==> config.mk <==
export PLATFORM = sky130hd
export DESIGN_NAME = hazard_fwd_unit
export DESIGN_NICKNAME = d
export VERILOG_FILES = /design/src/rtl/pipe_pkg.sv /design/src/rtl/fwd_mux.sv /design/src/rtl/hazard_fwd_unit.sv
export SDC_FILE = /design/constraint.sdc
export NUM_CORES = 1
export LEC_CHECK = 0
export ABC_AREA = 1
export CAP_MARGIN = 20
export CORE_MARGIN = 1.5
export CORE_UTILIZATION = 35
export CTS_BUF_LIST = sky130_fd_sc_hd__clkbuf_16
export DETAILED_ROUTE_END_ITERATION = 10
export HOLD_SLACK_MARGIN = 0.1
export PLACE_DENSITY = 0.68
export SLEW_MARGIN = 10
export SYNTH_ARGS = -nofsm -noshare
export SYNTH_HDL_FRONTEND = slang
export SYNTH_SLANG_ARGS = --single-unit
export TNS_END_PERCENT = 5
==> constraint.sdc <==
create_clock -name clk -period 2.69 [get_ports clk]
set_clock_uncertainty 0.15 [all_clocks]
set_input_delay 0.538 -clock clk [delete_from_list [all_inputs] [get_ports clk]]
set_output_delay 0.538 -clock clk [all_outputs]
set_load 0.005 [all_outputs]
==> src/rtl/pipe_pkg.sv <==
// ---------------------------------------------------------------------------
// pipe_pkg
// Shared definitions for the 5-stage pipeline control blocks:
//   - RV32 opcode constants used to classify instructions
//   - the destination tag carried down the shadow pipeline (rd/wen/is_load/valid)
//   - instruction field extractors (opcode, rd, rs1, rs2)
//   - the tag-versus-source match rule used by forwarding and load-use logic
// No ports (package).
// ---------------------------------------------------------------------------
package pipe_pkg;

   // Tag rd field is sized for the largest register file we expect to build;
   // narrower register indices are zero-extended into it.
   localparam int TAG_AW = 8;

   localparam logic [6:0] OP_LOAD   = 7'b0000011;
   localparam logic [6:0] OP_STORE  = 7'b0100011;
   localparam logic [6:0] OP_BRANCH = 7'b1100011;

   typedef struct packed {
      logic [TAG_AW-1:0] rd;
      logic              wen;
      logic              is_load;
      logic              valid;
   } tag_t;

   localparam int TAG_W = $bits(tag_t);

   localparam tag_t TAG_INVALID = '{rd: {TAG_AW{1'b0}}, wen: 1'b0, is_load: 1'b0, valid: 1'b0};

   function automatic logic [6:0] get_opcode(input logic [31:0] instr);
      return instr[6:0];
   endfunction

   function automatic logic [4:0] get_rd(input logic [31:0] instr);
      return instr[11:7];
   endfunction

   function automatic logic [4:0] get_rs1(input logic [31:0] instr);
      return instr[19:15];
   endfunction

   function automatic logic [4:0] get_rs2(input logic [31:0] instr);
      return instr[24:20];
   endfunction

   // A producer tag supplies source src only if it is a live write to a
   // register other than x0 (x0 reads as zero and is never bypassed).
   function automatic logic tag_match(input tag_t tag, input logic [TAG_AW-1:0] src);
      return tag.valid & tag.wen & (tag.rd != {TAG_AW{1'b0}}) & (tag.rd == src);
   endfunction

endpackage

==> src/rtl/fwd_mux.sv <==
// ---------------------------------------------------------------------------
// fwd_mux
// Bypass selector for one EX-stage source operand. Compares the operand's
// register index against the MEM and WB destination tags and picks the
// youngest producer, falling back to the register-file value.
// Ports:
//   src          in   AW      register index read by the EX instruction
//   mem_tag      in   TAG_W   destination tag of the instruction in MEM
//   wb_tag       in   TAG_W   destination tag of the instruction in WB
//   rf_val       in   XLEN    register-file value for this source
//   ex_mem_val   in   XLEN    ALU result held in EX/MEM
//   mem_wb_alu   in   XLEN    ALU result held in MEM/WB
//   mem_wb_load  in   XLEN    load data held in MEM/WB
//   operand      out  XLEN    bypassed operand
// ---------------------------------------------------------------------------
module fwd_mux
   import pipe_pkg::*;
#(
   parameter int XLEN = 32,
   parameter int AW   = 5
) (
   input  logic [AW-1:0]    src,
   input  logic [TAG_W-1:0] mem_tag,
   input  logic [TAG_W-1:0] wb_tag,
   input  logic [XLEN-1:0]  rf_val,
   input  logic [XLEN-1:0]  ex_mem_val,
   input  logic [XLEN-1:0]  mem_wb_alu,
   input  logic [XLEN-1:0]  mem_wb_load,
   output logic [XLEN-1:0]  operand
);

   tag_t              mem_t_s;
   tag_t              wb_t_s;
   logic [TAG_AW-1:0] src_ext_s;
   logic              unused_mem_load_s;

   assign mem_t_s   = tag_t'(mem_tag);
   assign wb_t_s    = tag_t'(wb_tag);
   assign src_ext_s = TAG_AW'(src);

   // A load sitting in MEM never feeds EX (load-use stall prevents it), so
   // its is_load flag plays no part in the selection here.
   assign unused_mem_load_s = mem_t_s.is_load;

   // Youngest producer wins: MEM is checked before WB.
   always_comb begin
      operand = rf_val;
      if (tag_match(mem_t_s, src_ext_s)) begin
         operand = ex_mem_val;
      end else if (tag_match(wb_t_s, src_ext_s)) begin
         if (wb_t_s.is_load) begin
            operand = mem_wb_load;
         end else begin
            operand = mem_wb_alu;
         end
      end else begin
         operand = rf_val;
      end
   end

endmodule

==> src/rtl/hazard_fwd_unit.sv <==
// ---------------------------------------------------------------------------
// hazard_fwd_unit
// Forwarding and hazard control for the IF/ID/EX/MEM/WB pipeline. Keeps a
// shadow pipeline of destination tags for EX, MEM and WB, drives the EX
// operand bypass muxes, detects load-use hazards (stall + bubble), freezes
// the pipe while data memory is busy, honours branch flushes and counts
// stall cycles (saturating).
// Ports:
//   clk, rst          clock, asynchronous active-high reset
//   id_valid          ID holds a real instruction
//   id_rs             NSRC*AW   ID source indices (slice k = source k)
//   id_rs_used        NSRC      ID source k is actually read
//   id_rd             AW        ID destination
//   id_wen, id_is_load          ID writes rd / ID is a load
//   flush             kill IF/ID and ID/EX on redirect
//   dmem_ready        data memory finished the access in MEM
//   rf_val            NSRC*XLEN register-file values for EX instruction
//   ex_mem_val        ALU result in EX/MEM
//   mem_wb_alu        ALU result in MEM/WB
//   mem_wb_load       load data in MEM/WB
//   operand           NSRC*XLEN bypassed EX operands
//   stall_fd          hold PC and IF/ID
//   bubble_ex         inject NOP into ID/EX
//   freeze            hold every pipeline register
//   stall_cnt         CNT_W     cycles with stall_fd or freeze asserted
// ---------------------------------------------------------------------------
module hazard_fwd_unit
   import pipe_pkg::*;
#(
   parameter int XLEN  = 32,
   parameter int NREG  = 32,
   parameter int NSRC  = 2,
   parameter int CNT_W = 32,
   localparam int AW   = $clog2(NREG)
) (
   input  logic                 clk,
   input  logic                 rst,
   input  logic                 id_valid,
   input  logic [NSRC*AW-1:0]   id_rs,
   input  logic [NSRC-1:0]      id_rs_used,
   input  logic [AW-1:0]        id_rd,
   input  logic                 id_wen,
   input  logic                 id_is_load,
   input  logic                 flush,
   input  logic                 dmem_ready,
   input  logic [NSRC*XLEN-1:0] rf_val,
   input  logic [XLEN-1:0]      ex_mem_val,
   input  logic [XLEN-1:0]      mem_wb_alu,
   input  logic [XLEN-1:0]      mem_wb_load,
   output logic [NSRC*XLEN-1:0] operand,
   output logic                 stall_fd,
   output logic                 bubble_ex,
   output logic                 freeze,
   output logic [CNT_W-1:0]     stall_cnt
);

   tag_t               ex_tag_r;
   tag_t               mem_tag_r;
   tag_t               wb_tag_r;
   logic [NSRC*AW-1:0] ex_rs_r;
   logic [CNT_W-1:0]   stall_cnt_r;

   tag_t               id_tag_s;
   logic               rs_hit_s;
   logic               load_use_s;
   logic               freeze_s;
   logic               stall_fd_s;
   logic               bubble_ex_s;

   assign id_tag_s = '{rd: TAG_AW'(id_rd), wen: id_wen, is_load: id_is_load, valid: 1'b1};

   // Does any source the ID instruction really reads match the EX destination?
   always_comb begin
      rs_hit_s = 1'b0;
      for (int k = 0; k < NSRC; k++) begin
         rs_hit_s = rs_hit_s | (id_rs_used[k] & tag_match(ex_tag_r, TAG_AW'(id_rs[k*AW +: AW])));
      end
   end

   assign load_use_s = id_valid & ex_tag_r.is_load & rs_hit_s;

   // A load in MEM whose data is not back yet stalls the whole pipe.
   assign freeze_s = mem_tag_r.valid & mem_tag_r.is_load & ~dmem_ready;

   // Priority freeze > flush > load-use. Under freeze the bubble is withheld
   // because ID/EX holds; under flush the consumer is being killed anyway.
   assign stall_fd_s  = freeze_s | (~flush & load_use_s);
   assign bubble_ex_s = ~freeze_s & ~flush & load_use_s;

   assign stall_fd  = stall_fd_s;
   assign bubble_ex = bubble_ex_s;
   assign freeze    = freeze_s;
   assign stall_cnt = stall_cnt_r;

   // Shadow tag pipeline; every stage holds while frozen.
   always_ff @(posedge clk or posedge rst) begin
      if (rst) begin
         ex_tag_r  <= TAG_INVALID;
         mem_tag_r <= TAG_INVALID;
         wb_tag_r  <= TAG_INVALID;
         ex_rs_r   <= {(NSRC*AW){1'b0}};
      end else if (!freeze_s) begin
         if (flush | bubble_ex_s | ~id_valid) begin
            ex_tag_r <= TAG_INVALID;
         end else begin
            ex_tag_r <= id_tag_s;
         end
         ex_rs_r   <= id_rs;
         mem_tag_r <= ex_tag_r;
         wb_tag_r  <= mem_tag_r;
      end
   end

   // Saturating count of cycles lost to stalls or freezes.
   always_ff @(posedge clk or posedge rst) begin
      if (rst) begin
         stall_cnt_r <= {CNT_W{1'b0}};
      end else if ((stall_fd_s | freeze_s) && (stall_cnt_r != {CNT_W{1'b1}})) begin
         stall_cnt_r <= stall_cnt_r + CNT_W'(1);
      end
   end

   // One bypass selector per EX source operand.
   for (genvar k = 0; k < NSRC; k++) begin : g_src
      fwd_mux #(
         .XLEN (XLEN),
         .AW   (AW)
      ) u_fwd (
         .src         (ex_rs_r[k*AW +: AW]),
         .mem_tag     (mem_tag_r),
         .wb_tag      (wb_tag_r),
         .rf_val      (rf_val[k*XLEN +: XLEN]),
         .ex_mem_val  (ex_mem_val),
         .mem_wb_alu  (mem_wb_alu),
         .mem_wb_load (mem_wb_load),
         .operand     (operand[k*XLEN +: XLEN])
      );
   end

endmodule

# Word-level counts from Yosys, hierarchy flattened
# Index checks and enable logic that the tools add are counted.
[word_totals]
output_inout_bits = 99
input_bits = 184
reg_bits = 75
elab_cells = 62
[classes]
muxes = 6
addsub = 1
reduce_logical = 4
n_eq_ne = 7
n_bitwise = 30
[op_table]
columns = ["operator", "n"]
rows = [
  ["$mux 32", 5],
  ["$eq 8x5->1", 6],
  ["$add 32x1->32 const B", 1],
  ["$ne 32x32->1 const B", 1],
  ["$reduce_bool 8->1", 3],
  ["$and 1x1->1", 21],
  ["$mux 8", 1],
  ["$or 1x1->1", 5],
  ["$not 1->1", 4],
  ["$logic_and 1x1->1", 1],
]

# Depth between registers and ports, before layout
[depth]
depth_word = 10
ltp_mapped = 12
depth_no_buf = 12

# Cells and area by module
# From an unflattened synthesis, not the netlist that was laid out.
[hier_totals]
cells_unflattened = 1259
hier_area_um2 = 7274.5
[by_module_without_submodules]
columns = ["mod", "instances", "seq_area_each_um2", "area_each_um2", "cells_each"]
rows = [
  ["hazard_fwd_unit", 1, 1651.6, 3686.0, 525],
  ["fwd_mux", 2, 0.0, 1794.2, 367],
]

# Least setup slack after synthesis
# Ideal clock, no wire load.
[synth_path]
path_kind = "reg2out"
from = "register wb_tag_r[7] (netlist name)"
to = "output operand[33]"
arrival_ps = 1463
setup_slack_ps = 539
t_required_ps = 2002
path_stages_with_launch = 8
path_buffers = 1
path_cell_list = "dfrtp_1 > or2_1 > a21oi_1 > nand2_1 > clkbuf_1 > nand2_1 > nand3_1 > nand2_1"
[synth_via]
elab_chain_cells = 5
elab_cells_between_ends = 6
classes_between = "eq/ne (1); mux (2); bitwise (2); reduce/logical (1)"
[synth_lines]
columns = ["item", "line", "source"]
rows = [
  ["start: declaration", "hazard_fwd_unit.sv:59", "tag_t wb_tag_r;"],
  ["start signal: assignment", "hazard_fwd_unit.sv:110", "wb_tag_r <= mem_tag_r;"],
  ["$reduce_bool 8->1", "pipe_pkg.sv:50", "return tag.valid & tag.wen & (tag.rd != {TAG_AW{1'b0}}) & (tag.rd == src);"],
  ["$and 1x1->1", "pipe_pkg.sv:50", ""],
  ["$and 1x1->1 *", "pipe_pkg.sv:50", ""],
  ["$mux 32 *", "fwd_mux.sv:50", "end else if (tag_match(wb_t_s, src_ext_s)) begin"],
  ["$mux 32 *", "fwd_mux.sv:48", "if (tag_match(mem_t_s, src_ext_s)) begin"],
  ["end: declaration", "hazard_fwd_unit.sv:50", "output logic [NSRC*XLEN-1:0] operand,"],
]
# Every way passes the cells marked *; elsewhere a longest branch is shown, timed or not.

# Worst setup path in the final report
[layout_path]
from = "input id_rs[5]"
to = "output stall_fd"
[layout_via]
elab_chain_cells = 7
[layout_lines]
columns = ["item", "line", "source"]
rows = [
  ["start: declaration", "hazard_fwd_unit.sv:39", "input logic [NSRC*AW-1:0] id_rs,"],
  ["$eq 8x5->1", "pipe_pkg.sv:50", ""],
  ["$and 1x1->1", "pipe_pkg.sv:50", ""],
  ["$and 1x1->1", "hazard_fwd_unit.sv:76", "rs_hit_s = rs_hit_s | (id_rs_used[k] & tag_match(ex_tag_r, TAG_AW'(id_rs[k*AW +: AW])));"],
  ["$or 1x1->1", "hazard_fwd_unit.sv:76", ""],
  ["$and 1x1->1", "hazard_fwd_unit.sv:80", "assign load_use_s = id_valid & ex_tag_r.is_load & rs_hit_s;"],
  ["$and 1x1->1", "hazard_fwd_unit.sv:87", "assign stall_fd_s = freeze_s | (~flush & load_use_s);"],
  ["$or 1x1->1", "hazard_fwd_unit.sv:87", ""],
  ["end: declaration", "hazard_fwd_unit.sv:51", "output logic stall_fd,"],
]
# Every way passes these cells.

==> summary.txt <==
Setup path
  • FF-to-FF Start: ex_tag_r[5]
  • CP top delay family: buffers and inverters
  • Worst setup SP type: input port
  • Critical path buffer and inverter count: 3
  • Worst EP arrival: roughly 2.3 ns
  • Worst setup path class: in2out
  • Critical Path Source: id_rs[5]
  • CP Cell Sequence: clkdlybuf4s50_1 > inv_1 > nand2_1 > nand2_1 > nor2_1 > nand3_1 > nand2_2 > nand3_2 > nand2_4 > clkdlybuf4s50_1
  • Crit-path slowest cell: clkdlybuf4s50_1
  • Slowest stage delay, CP: 0.50 ns
  • Worst Path Required: 2.00 ns
  • Crit path capture type: output pin
  • Max FO, Critical Path: 2

Place
  • GPL Wtd Cong: 0.924
  • Dpl cells: 1,528
  • HPWL Detailed: about 20,000 um
  • Number of I/O port buffers: around 280
  • Place WS: -0.323 ns

Drt
  • 1st-pass router iterations: 5
  • ANT nets after route: 0
  • Post-DR wirelength/cell: 16.4 um
  • Initial DRC Count: 482
  • Overall routed net length: approximately 26,000 um
  • Routed vias/inst: 5.01
  • Via Count: 7,951
  • DRC viols: 0

Global routing
  • M1 GR Usage: 35.6%
  • M3 GR Usage: 4.35%
  • Vias in the first global route: slightly above 7,000
  • First-pass GRT wire length: 38,800 um
  • GR peak layer: met2
  • Tot GR Track Use: 27.0%
  • GR Overflow Total: 0
  • M2 GR Usage: a little under half
  • Pin count of the biggest net entering global routing: 67
  • Initial antenna violation count: 0

Synth
  • Cells after Synth: around 1,000
  • Unique masters post-synth: 27
  • Avg Synthesized Cell Area: 5.92 um2
  • Synth Cell Area: 6070 um2
  • Post-synthesis register bit count: 66
  • Sequential element share of the synthesized area: 27.2%
  • Synthesis Warnings: 0
  • Syn nets: 1,211

Clock tree
  • Max H-tree Level: 3
  • Total CTS buffers: 9
  • CTS max path bufs: 2
  • Clock sink total: 66
  • Cts hold-fix bufs: 0
  • CTS tree: yes
  • Root Driver: clkbuf_16
  • Clock Latency Late Sink: roughly 0.33 ns
  • Clock-pin transition on the worst setup and hold timing paths: around 0.06 ns

STA
  • Tcrit/Tclk final: 110%
  • WHS: between 0.3 and 0.4 ns
  • Tmin final: 2.95 ns
  • Slew @ Worst Pin: 0.913 ns
  • Final WS setup: -0.264 ns
  • Final setup fails: 43
  • Hold Fails Final Rpt: 0
  • RSZ-0062 raised after global routing: yes
  • Max-slew headroom: 38.6%
  • FMAX: 339 MHz
  • Setup_tns: -6.88 ns
  • Slew Limit Fails: 0

Floorplan
  • Starting density of the core: a little over a third
  • Vert. Die Dim: about 130 um
  • Core area: 16,800 um2
  • # IOs: approximately 280
  • Die area: 18,200 um2
  • Die X: ~130 um
  • Core Rows: 47

Cells and area
  • Area growth syn-to-layout: 68.7%
  • Non-Filler Instances: about 1,600
  • Register area: 1660 um2
  • Multi-input gate area: 3910 um2
  • Share of layout cells above drive strength 1: 15.4%
  • Fillers: 1,645
  • Antenna cells: 0
  • Final nets: 1,546

Run status
  • Violated checks: negative setup slack
  • Status: complete, but fails checks

Power
  • Pleak: 5.15 nW
  • Pwr dens: 329 nW/um2
  • Total power: 0.00337 W
  • Max VDD drop: 0.400 mV

Run
  • Maximum Capacitance Violations: 0

Hold path
  • Hold Startpoint: ex_tag_r[0]
  • HP Class: reg2reg
worst reg2reg max path, cell delays in order, from the launching register on:
cell	delay, ns
dfrtp_1	0.39
inv_1	0.11
nand2_1	0.07
nand2_1	0.05
nor2_1	0.14
nand3_1	0.13
nand2_2	0.11
nand3_2	0.10
nand2_4	0.10
buf_4	0.35
nand2_4	0.10
buf_12	0.18
nand2_1	0.08
nand2_1	0.05
report_power, final:
group          total [W]  switching (W)  internal, W
sequential       0.00108      0.0000469      0.00104
combinational   0.000860       0.000374     0.000486
clock            0.00142       0.000434     0.000989
total            0.00337       0.000854      0.00251
flip-flops by register name (all words and copies together), names as in the netlist:
signal	count
ex_rs_r	10
wb_tag_r	8
stall_cnt	32
ex_tag_r	8
mem_tag_r	8
synthesized netlist by cell type, drive strengths merged:
library cell  instances  area, um2
nand2               419       1590
nand3               182        916
inv                 121        454
dfrtp                66       1650
nor2                 54        210
mux2i                32        320
o21ai                29        145
buf                  27        149
clkbuf               22       82.6
xor2                 18        158
nor3                 17        100
nand3b               11       82.6
xnor2                11       96.3
nand4                 9       71.3
a21oi                 4       20.0
or2                   3       18.8
ha                    1       12.5
path summary, 6_finish.rpt:
| path | endpoint | slack [ns] | cells after the start |
|---|---|---|---|
| worst max-delay path | stall_fd | -0.26 | 10 |
| worst min-delay path | mem_tag_r[0] | 0.32 | 2 |
| min in group asynchronous | ex_rs_r[9] | 0.44 | 3 |
| max in group asynchronous | mem_tag_r[4] | 1.62 | 3 |
| worst min register to register | mem_tag_r[0] | 0.32 | 2 |
| worst max register to register | stall_cnt[19] | 0.47 | 13 |
per-layer routing:
layer	vias to the layer above	share of wire, %	wire [um]
li1	3906	-	-
met1	3649	42	10800
met2	352	48	12600
met3	44	7.6	1990
met4	0	2.5	656
met5	-	0	0
repair_timing:
item                                    4_1_cts  5_1_grt
endpoints found under the setup margin       66       66
pin swaps                                     8       35
resized for setup                            64      179
gates cloned                                  3        4
buffers inserted                              6       30
cell usage in the layout (no fill, tap or decap), types with 12 or more instances in the layout:
cell type        instances
nand2_2                 12
clkbuf_16               12
nor2_1                  53
buf_2                   24
buf_12                  12
mux2i_1                 32
o21ai_0                 29
clkbuf_2                27
nand3_1                171
nand2_1                398
dfrtp_1                 63
xor2_1                  18
inv_1                  115
buf_6                   16
clkdlybuf4s50_1        217
buf_4                   54
cell type report:
cell class	count	share of cell area [%]
clock buffer	9	2.20
timing repair buffer	373	35.0
inverter	121	4.46
multi-input combinational	790	38.2
clock inverter	7	1.28
sequential	66	16.2
tap	220	2.69
stage by stage:
stage / cell area (um2) / utilization (%)
3_3_place_gp: 9450 / 56.4
4_1_cts: 9940 / 59.3
5_1_grt: 10200 / 61.1
3_5_place_dp: 9450 / 56.4
2_1_floorplan: 6070 / -
6_report: 10200 / 61.1
cell families after synthesis:
logic type	synth area share, %
AOI/OAI and AO/OA	2.72
xor gates and xnor gates	4.18
adders and majority gates	0.206
buffers and inverters	11.3
DFF	27.2
muxes	5.27
and+or+nand+nor	49.1
Power figures use the tool's default switching activity.
